## src/rtl/jk_reg_ctrl.sv

```systemverilog
// jk_reg_ctrl: command sequencer driving a WIDTH-bit bank of JK flip-flops.
// The cells have no reset pin; reset is applied as J=0/K=1 through the JK inputs.
module jk_reg_ctrl #(
  parameter int unsigned WIDTH = 4
) (
  input  logic             clk,
  input  logic             rst_n,
  input  logic             cmd_valid,
  output logic             cmd_ready,
  input  logic [2:0]       cmd_op,
  input  logic [WIDTH-1:0] cmd_data,
  input  logic [3:0]       cmd_len,
  output logic [WIDTH-1:0] q,
  output logic             busy,
  output logic             done
);

  typedef enum logic [1:0] {
    IDLE = 2'd0,
    EXEC = 2'd1,
    DONE = 2'd2
  } state_t;

  typedef enum logic [2:0] {
    OP_HOLD   = 3'd0,
    OP_LOAD   = 3'd1,
    OP_CLEAR  = 3'd2,
    OP_SET    = 3'd3,
    OP_TOGGLE = 3'd4,
    OP_COUNT  = 3'd5,
    OP_SHIFT  = 3'd6,
    OP_RSVD   = 3'd7
  } op_t;

  state_t           state, state_d;
  op_t              op_q, op_d;
  logic [WIDTH-1:0] data_q, data_d;
  logic [3:0]       cnt, cnt_d;
  logic [WIDTH-1:0] j, k;
  logic [WIDTH-1:0] cnt_tgl;
  logic [WIDTH-1:0] shift_nxt;

  assign busy = (state != IDLE);

  // Next-state, command latch and handshake outputs
  always_comb begin
    state_d   = state;
    op_d      = op_q;
    data_d    = data_q;
    cnt_d     = cnt;
    cmd_ready = 1'b0;
    done      = 1'b0;
    case (state)
      IDLE: begin
        cmd_ready = 1'b1;
        if (cmd_valid) begin
          op_d    = op_t'(cmd_op);
          data_d  = cmd_data;
          cnt_d   = (cmd_op == OP_COUNT || cmd_op == OP_SHIFT) ? cmd_len : '0;
          state_d = EXEC;
        end
      end
      EXEC: begin
        if (cnt == '0) state_d = DONE;
        else           cnt_d   = cnt - 4'd1;
      end
      DONE: begin
        done    = 1'b1;
        state_d = IDLE;
      end
      default: state_d = IDLE;
    endcase
  end

  // Controller registers with synchronous active-low reset
  always_ff @(posedge clk) begin
    if (!rst_n) begin
      state  <= IDLE;
      op_q   <= OP_HOLD;
      data_q <= '0;
      cnt    <= '0;
    end else begin
      state  <= state_d;
      op_q   <= op_d;
      data_q <= data_d;
      cnt    <= cnt_d;
    end
  end

  // Ripple-carry toggle enables for the counter: bit i toggles when all lower bits are 1
  always_comb begin
    cnt_tgl    = '1;
    for (int unsigned i = 1; i < WIDTH; i++) begin
      cnt_tgl[i] = cnt_tgl[i-1] & q[i-1];
    end
  end

  assign shift_nxt = {q[WIDTH-2:0], data_q[0]};

  // J/K drive per cell; reset overrides any operation in progress
  always_comb begin
    j = '0;
    k = '0;
    if (!rst_n) begin
      k = '1;
    end else if (state == EXEC) begin
      case (op_q)
        OP_LOAD:   begin j = data_q;    k = ~data_q;    end
        OP_CLEAR:  begin               k = '1;          end
        OP_SET:    begin j = '1;                        end
        OP_TOGGLE: begin j = data_q;    k = data_q;     end
        OP_COUNT:  begin j = cnt_tgl;   k = cnt_tgl;    end
        OP_SHIFT:  begin j = shift_nxt; k = ~shift_nxt; end
        default:   begin j = '0;        k = '0;         end
      endcase
    end
  end

  // JK storage cells: hold / reset / set / toggle
  for (genvar g = 0; g < WIDTH; g++) begin : g_cell
    always_ff @(posedge clk) begin
      case ({j[g], k[g]})
        2'b01:   q[g] <= 1'b0;
        2'b10:   q[g] <= 1'b1;
        2'b11:   q[g] <= ~q[g];
        default: q[g] <= q[g];
      endcase
    end
  end

endmodule

```

## config.mk

```make
export PLATFORM = sky130hd
export DESIGN_NAME = jk_reg_ctrl
export DESIGN_NICKNAME = d
export VERILOG_FILES = /design/src/rtl/jk_reg_ctrl.sv
export SDC_FILE = /design/constraint.sdc
export NUM_CORES = 1
export LEC_CHECK = 0
export ABC_AREA = 1
export CELL_PAD_IN_SITES_DETAIL_PLACEMENT = 1
export CELL_PAD_IN_SITES_GLOBAL_PLACEMENT = 1
export CORE_ASPECT_RATIO = 1.5
export CORE_UTILIZATION = 35
export DETAILED_ROUTE_END_ITERATION = 7
export PLACE_DENSITY = 0.84
export REMOVE_ABC_BUFFERS = 1
export SLEW_MARGIN = 20
export SYNTH_ARGS = -nofsm -noshare
export SYNTH_HDL_FRONTEND = slang
export SYNTH_SLANG_ARGS = --single-unit
```

## constraint.sdc

```tcl
create_clock -name clk -period 1.9 [get_ports clk]
set_input_delay 0.38 -clock clk [delete_from_list [all_inputs] [get_ports clk]]
set_output_delay 0.38 -clock clk [all_outputs]
set_load 0.005 [all_outputs]
```

# After elaboration in Yosys (flattened, before gate mapping)
# Index checks and enable logic that the tools add are counted.
[classes]
add_sub_neg = 1
n_eq_ne = 25
n_mux = 19
n_bitwise = 8
reduce_logical = 13
[ops]
columns = ["cell", "n"]
rows = [
  ["$mux W4", 7],
  ["$pmux W4 S5", 1],
  ["$eq A2 B2 Y1 const B", 9],
  ["$pmux W4 S4", 1],
  ["$eq A3 B3 Y1 const B", 5],
  ["$pmux W1 S3", 4],
  ["$reduce_bool A3 Y1", 4],
  ["$eq A2 B1 Y1 const B", 5],
  ["$not A4 Y4", 2],
  ["$pmux W4 S2", 1],
  ["$eq A3 B2 Y1 const B", 2],
  ["$ne A2 B2 Y1 const B", 3],
  ["$logic_not A4 Y1", 1],
  ["$mux W2", 2],
  ["$not A1 Y1", 4],
  ["$pmux W2 S2", 1],
  ["$reduce_and A2 Y1", 2],
  ["$reduce_bool A2 Y1", 2],
  ["$sub A4 B1 Y4 const B", 1],
  ["$eq A3 B1 Y1 const B", 1],
  ["$reduce_and A3 Y1", 1],
  ["$and A1 B1 Y1", 2],
  ["$logic_not A2 Y1", 1],
  ["$mux W1", 2],
  ["2 further kinds", 2],
]
[word_totals]
reg_bits = 17
in_bits = 14
elab_cells = 74

# Longest topological paths before layout
[depth]
word_depth = 7
depth_mapped = 10
depth_no_buf = 10

# Least setup slack after synthesis
# OpenSTA, ideal clock, no wires.
[synth_timing]
path_kind = "reg-to-reg"
from = "register op_q[2]"
to = "register q[1], enable pin"
setup_time_ns = 0.295
arrival_ns = 1.107
required_time_ns = 1.605
path_slack_ns = 0.498
stages_incl_launch_ff = 9
synth_period_minus_slack_ns = 1.402
path_cell_list = "dfxtp_1 buf_6 nor2_1 nand2_1 nand2_2 nor2_1 a21oi_4 o21ai_2 nand3_1"
[synth_between]
elab_chain_cells = 7
elab_cells_between_ends = 17
classes_between = "eq/ne (9); mux (6); reduce/logical (2)"
[synth_rtl]
columns = ["element", "line_no", "rtl"]
rows = [
  ["from (decl)", "36", "op_t op_q, op_d;"],
  ["from (signal assigned)", "84", "op_q <= op_d;"],
  ["$eq A3 B3 Y1 or $eq A3 B1 Y1 (tied branches)", "107", "case (op_q)"],
  ["$reduce_or A2 Y1 (no line)", "n/a", ""],
  ["$pmux W4 S4", "107", ""],
  ["$mux W4", "106", "end else if (state == EXEC) begin"],
  ["$mux W4", "104", "if (!rst_n) begin"],
  ["$eq A2 B2 Y1 or $eq A2 B1 Y1 (tied branches)", "122", "case ({j[g], k[g]})"],
  ["$reduce_bool A3 Y1 (no line) *", "n/a", ""],
  ["to (signal, indexed assignment)", "125", "2'b11: q[g] <= ~q[g];"],
  ["to (signal, indexed assignment)", "126", "default: q[g] <= q[g];"],
  ["to (decl)", "13", "output logic [WIDTH-1:0] q,"],
]
# Every way passes the cells marked *; elsewhere a longest branch is shown, timed or not.
# A chain may end at the register's enable or synchronous reset.

# Final worst setup path
[layout_timing]
from = "register op_q[2]"
to = "register q[2], enable pin"
# The elaborated chain is that of the path after synthesis.

==> results.json <==
{
  "synth_top_flop_cell": "dfxtp_1",
  "hold_slack_ps": 497,
  "grt_start_max_net_pins": 21,
  "insertion_delay_ps": 250,
  "rsz0062_at_grt": "false",
  "place_area_sq_mm": 0.00135,
  "comb_power_share_pct": 32.8,
  "nets": 204,
  "finClkSkew_ps": 3.00,
  "yosysTopAreaCell": "dfxtp_1",
  "post_cts_buffers": 0,
  "nFillCells": 423,
  "drtIter0Drc": 21,
  "crit_buf_inv": 0,
  "tightest_slew_ps": 327,
  "relSlewSlack_pct": 78.2,
  "cp_common_cell": "nand3_1",
  "clkSlewWorstSetupHoldPaths_ps": 70,
  "synth_top_area_share_pct": 23.7,
  "cts_made_buffers": 3,
  "ant_nets": 0,
  "crit_fanout": 9,
  "yosys_register_bits": 17,
  "ctsResizeCount": 0,
  "syn_to_final_growth_pct": 26.8,
  "min_path_type": "reg -> reg",
  "start_util_pct": 37.4,
  "place_inst": 223,
  "switching_share_pct": 35.1,
  "yosysSeqAreaShare_pct": 34.6,
  "finalHoldViolations": 0,
  "post-route-drc-count": 0,
  "p_sw_uw": 384,
  "yosysMostFrequentCell": "nand2_1",
  "period_share_pct": 89.4,
  "stdcell_count": 227,
  "gp_congestion": 0.893,
  "vias": 1202,
  "netlist_instances": 165,
  "arrival_ps": 1670,
  "gr-usage-all-layers_pct": 21.9,
  "synth_edf_count": 4,
  "fin_crit_ps": 1700,
  "routedWlPerCell_microns": 14.1,
  "dp_hpwl_microns": 2530,
  "leakagePower_nw": 0.605,
  "die_x_microns": 47.8,
  "power_frac_clock_pct": 25.3,
  "grt_pass1_vias": 1302,
  "drive_gt1_share_pct": 13.3,
  "grt-ovfl-total": 0,
  "htree_num_levels": 1,
  "setup_slack_ps": 202,
  "async_flop_share_pct": 0,
  "critPathLaunchType": "register",
  "diodes": 0,
  "tns_ps": 0,
  "ys_types": 25,
  "wl_microns": 3210,
  "critPathRequiredTime_ps": 1870,
  "max_stage_delay_ps": 510,
  "clock_path_buffers": 2,
  "synth_common_cells": "41 x nand2_1, 18 x inv_1, 16 x o21ai_0, 15 x nand3_1, 15 x nor2_1",
  "die_h_microns": 70.7,
  "grt_pass1_wl_microns": 5420,
  "die_area_sq_mm": 0.00338,
  "yosys_warnings": 0,
  "finalSetupViolations": 0,
  "max_freq_mhz": 589,
  "fin_area_sq_mm": 0.00140,
  "power.total_mw": 1.09,
  "cpLargestDelayFamily": "simple AND/OR/NAND/NOR gates",
  "status": "finished clean",
  "syn-cell-area_sq_mm": 0.00110,
  "p_int_uw": 709,
  "drtPass1Iterations": 4,
  "maxCapViolations": 0,
  "port-buffer-count": 20,
  "rows": 24,
  "syn_avg_cell_area_sq_um": 6.67,
  "ios": 21,
  "synthTopCellsByArea": "dfxtp_1 24%, nand2_1 14%, edfxtp_1 11%, o21ai_0 7.3%, nand3_1 6.8%",
  "cp-end-kind": "register",
  "utilization_pct": 47.4,
  "drv_slew": 0,
  "antenna_found_initial": 0,
  "root_buffer": "clkbuf_8",
  "pre_cts_ws_ps": 219,
  "core_area_sq_mm": 0.00294,
  "reg2reg_slack_ps": 200,
  "cts_tree": "done",
  "timing.critical_path.cells": "nand3_1 -> nand2_2 -> nor2_1 -> a21oi_4 -> o21ai_2 -> nand3_1",
  "powerDensity_mw_per_mm2": 783,
  "critical_path_class": "reg -> reg",
  "pwr-share-seq_pct": 41.9,
  "critPathSlowestCell": "dfxtp_1",
  "postCtsHoldBufs": 0,
  "vdd_drop_max_uv": 464,
  "cts_sinks": 17,
  "viasPerCell": 5.30
}
-- logic make-up after synthesis --
group / count (synthesis) / synth area share (%)
DFF: 17 / 34.6
AOI/OAI and AO/OA: 38 / 21.4
adders and majority gates: 1 / 1.14
buffers and inverters: 26 / 9.56
xor gates and xnor gates: 1 / 0.797
and+or+nand+nor: 82 / 32.5
-- tightest hold or removal path: cells and delay by family, from the launching register on --
kind | cells | cell delay, ps
AOI/OAI and AO/OA | 1 | 60
DFF | 1 | 320
buffers and inverters | 1 | 70
-- layout make-up --
cell class	instances	area (sq um)	share of cell area, %
Sequential cell	17	380	27.3
Timing Repair Buffer	23	223	16.0
Clock inverter	1	5.00	0.359
Clock buffer	3	41.3	2.96
Tap cell	39	48.8	3.50
Inverter	22	82.6	5.92
Multi-Input combinational cell	122	614	44.0
-- worst paths after layout --
path | to | cells after the start | startpoint
worst max register to register | q[2]$_DFFE_PP_ | 6 | op_q[2]$_SDFFE_PN0P_
worst min-delay path | data_q[3]$_SDFFE_PN0P_ | 2 | data_q[3]$_SDFFE_PN0P_
worst min register to register | data_q[3]$_SDFFE_PN0P_ | 2 | data_q[3]$_SDFFE_PN0P_
worst max-delay path | q[2]$_DFFE_PP_ | 6 | op_q[2]$_SDFFE_PN0P_
-- layout by cell type (no fill, tap or decap), types with 4 or more instances in the layout --
| cell | count |
|---|---|
| dfxtp_1 | 13 |
| a21oi_1 | 10 |
| nand4_1 | 4 |
| inv_2 | 4 |
| nand3_1 | 15 |
| nand2_1 | 41 |
| inv_1 | 18 |
| edfxtp_1 | 4 |
| o21ai_0 | 16 |
| clkdlybuf4s50_1 | 20 |
| nor2_1 | 15 |
-- registers in the layout (all words and copies together), names as in the netlist --
signal / cells
cnt: 4
op_q: 3
q: 4
state: 2
data_q: 4
-- routing by layer --
layer	wire, microns	part of all wire [%]	global-route usage [%]
met3	81	2.5	2.55
met4	170	5.3	13.0
met2	1800	56	39.9
met1	1160	36	21.5
met5	0	0	0
-- power by group through the flow --
stage	logic, mW	clock network (mW)	registers, mW
finish	0.358	0.276	0.458
detailed placement	0.357	0	0.465
global placement	0.339	0	0.462
floorplan	0.222	0	0.454
CTS	0.362	0.284	0.458
global route	0.405	0.305	0.463
No activity file was read; power rests on OpenSTA's default activity.
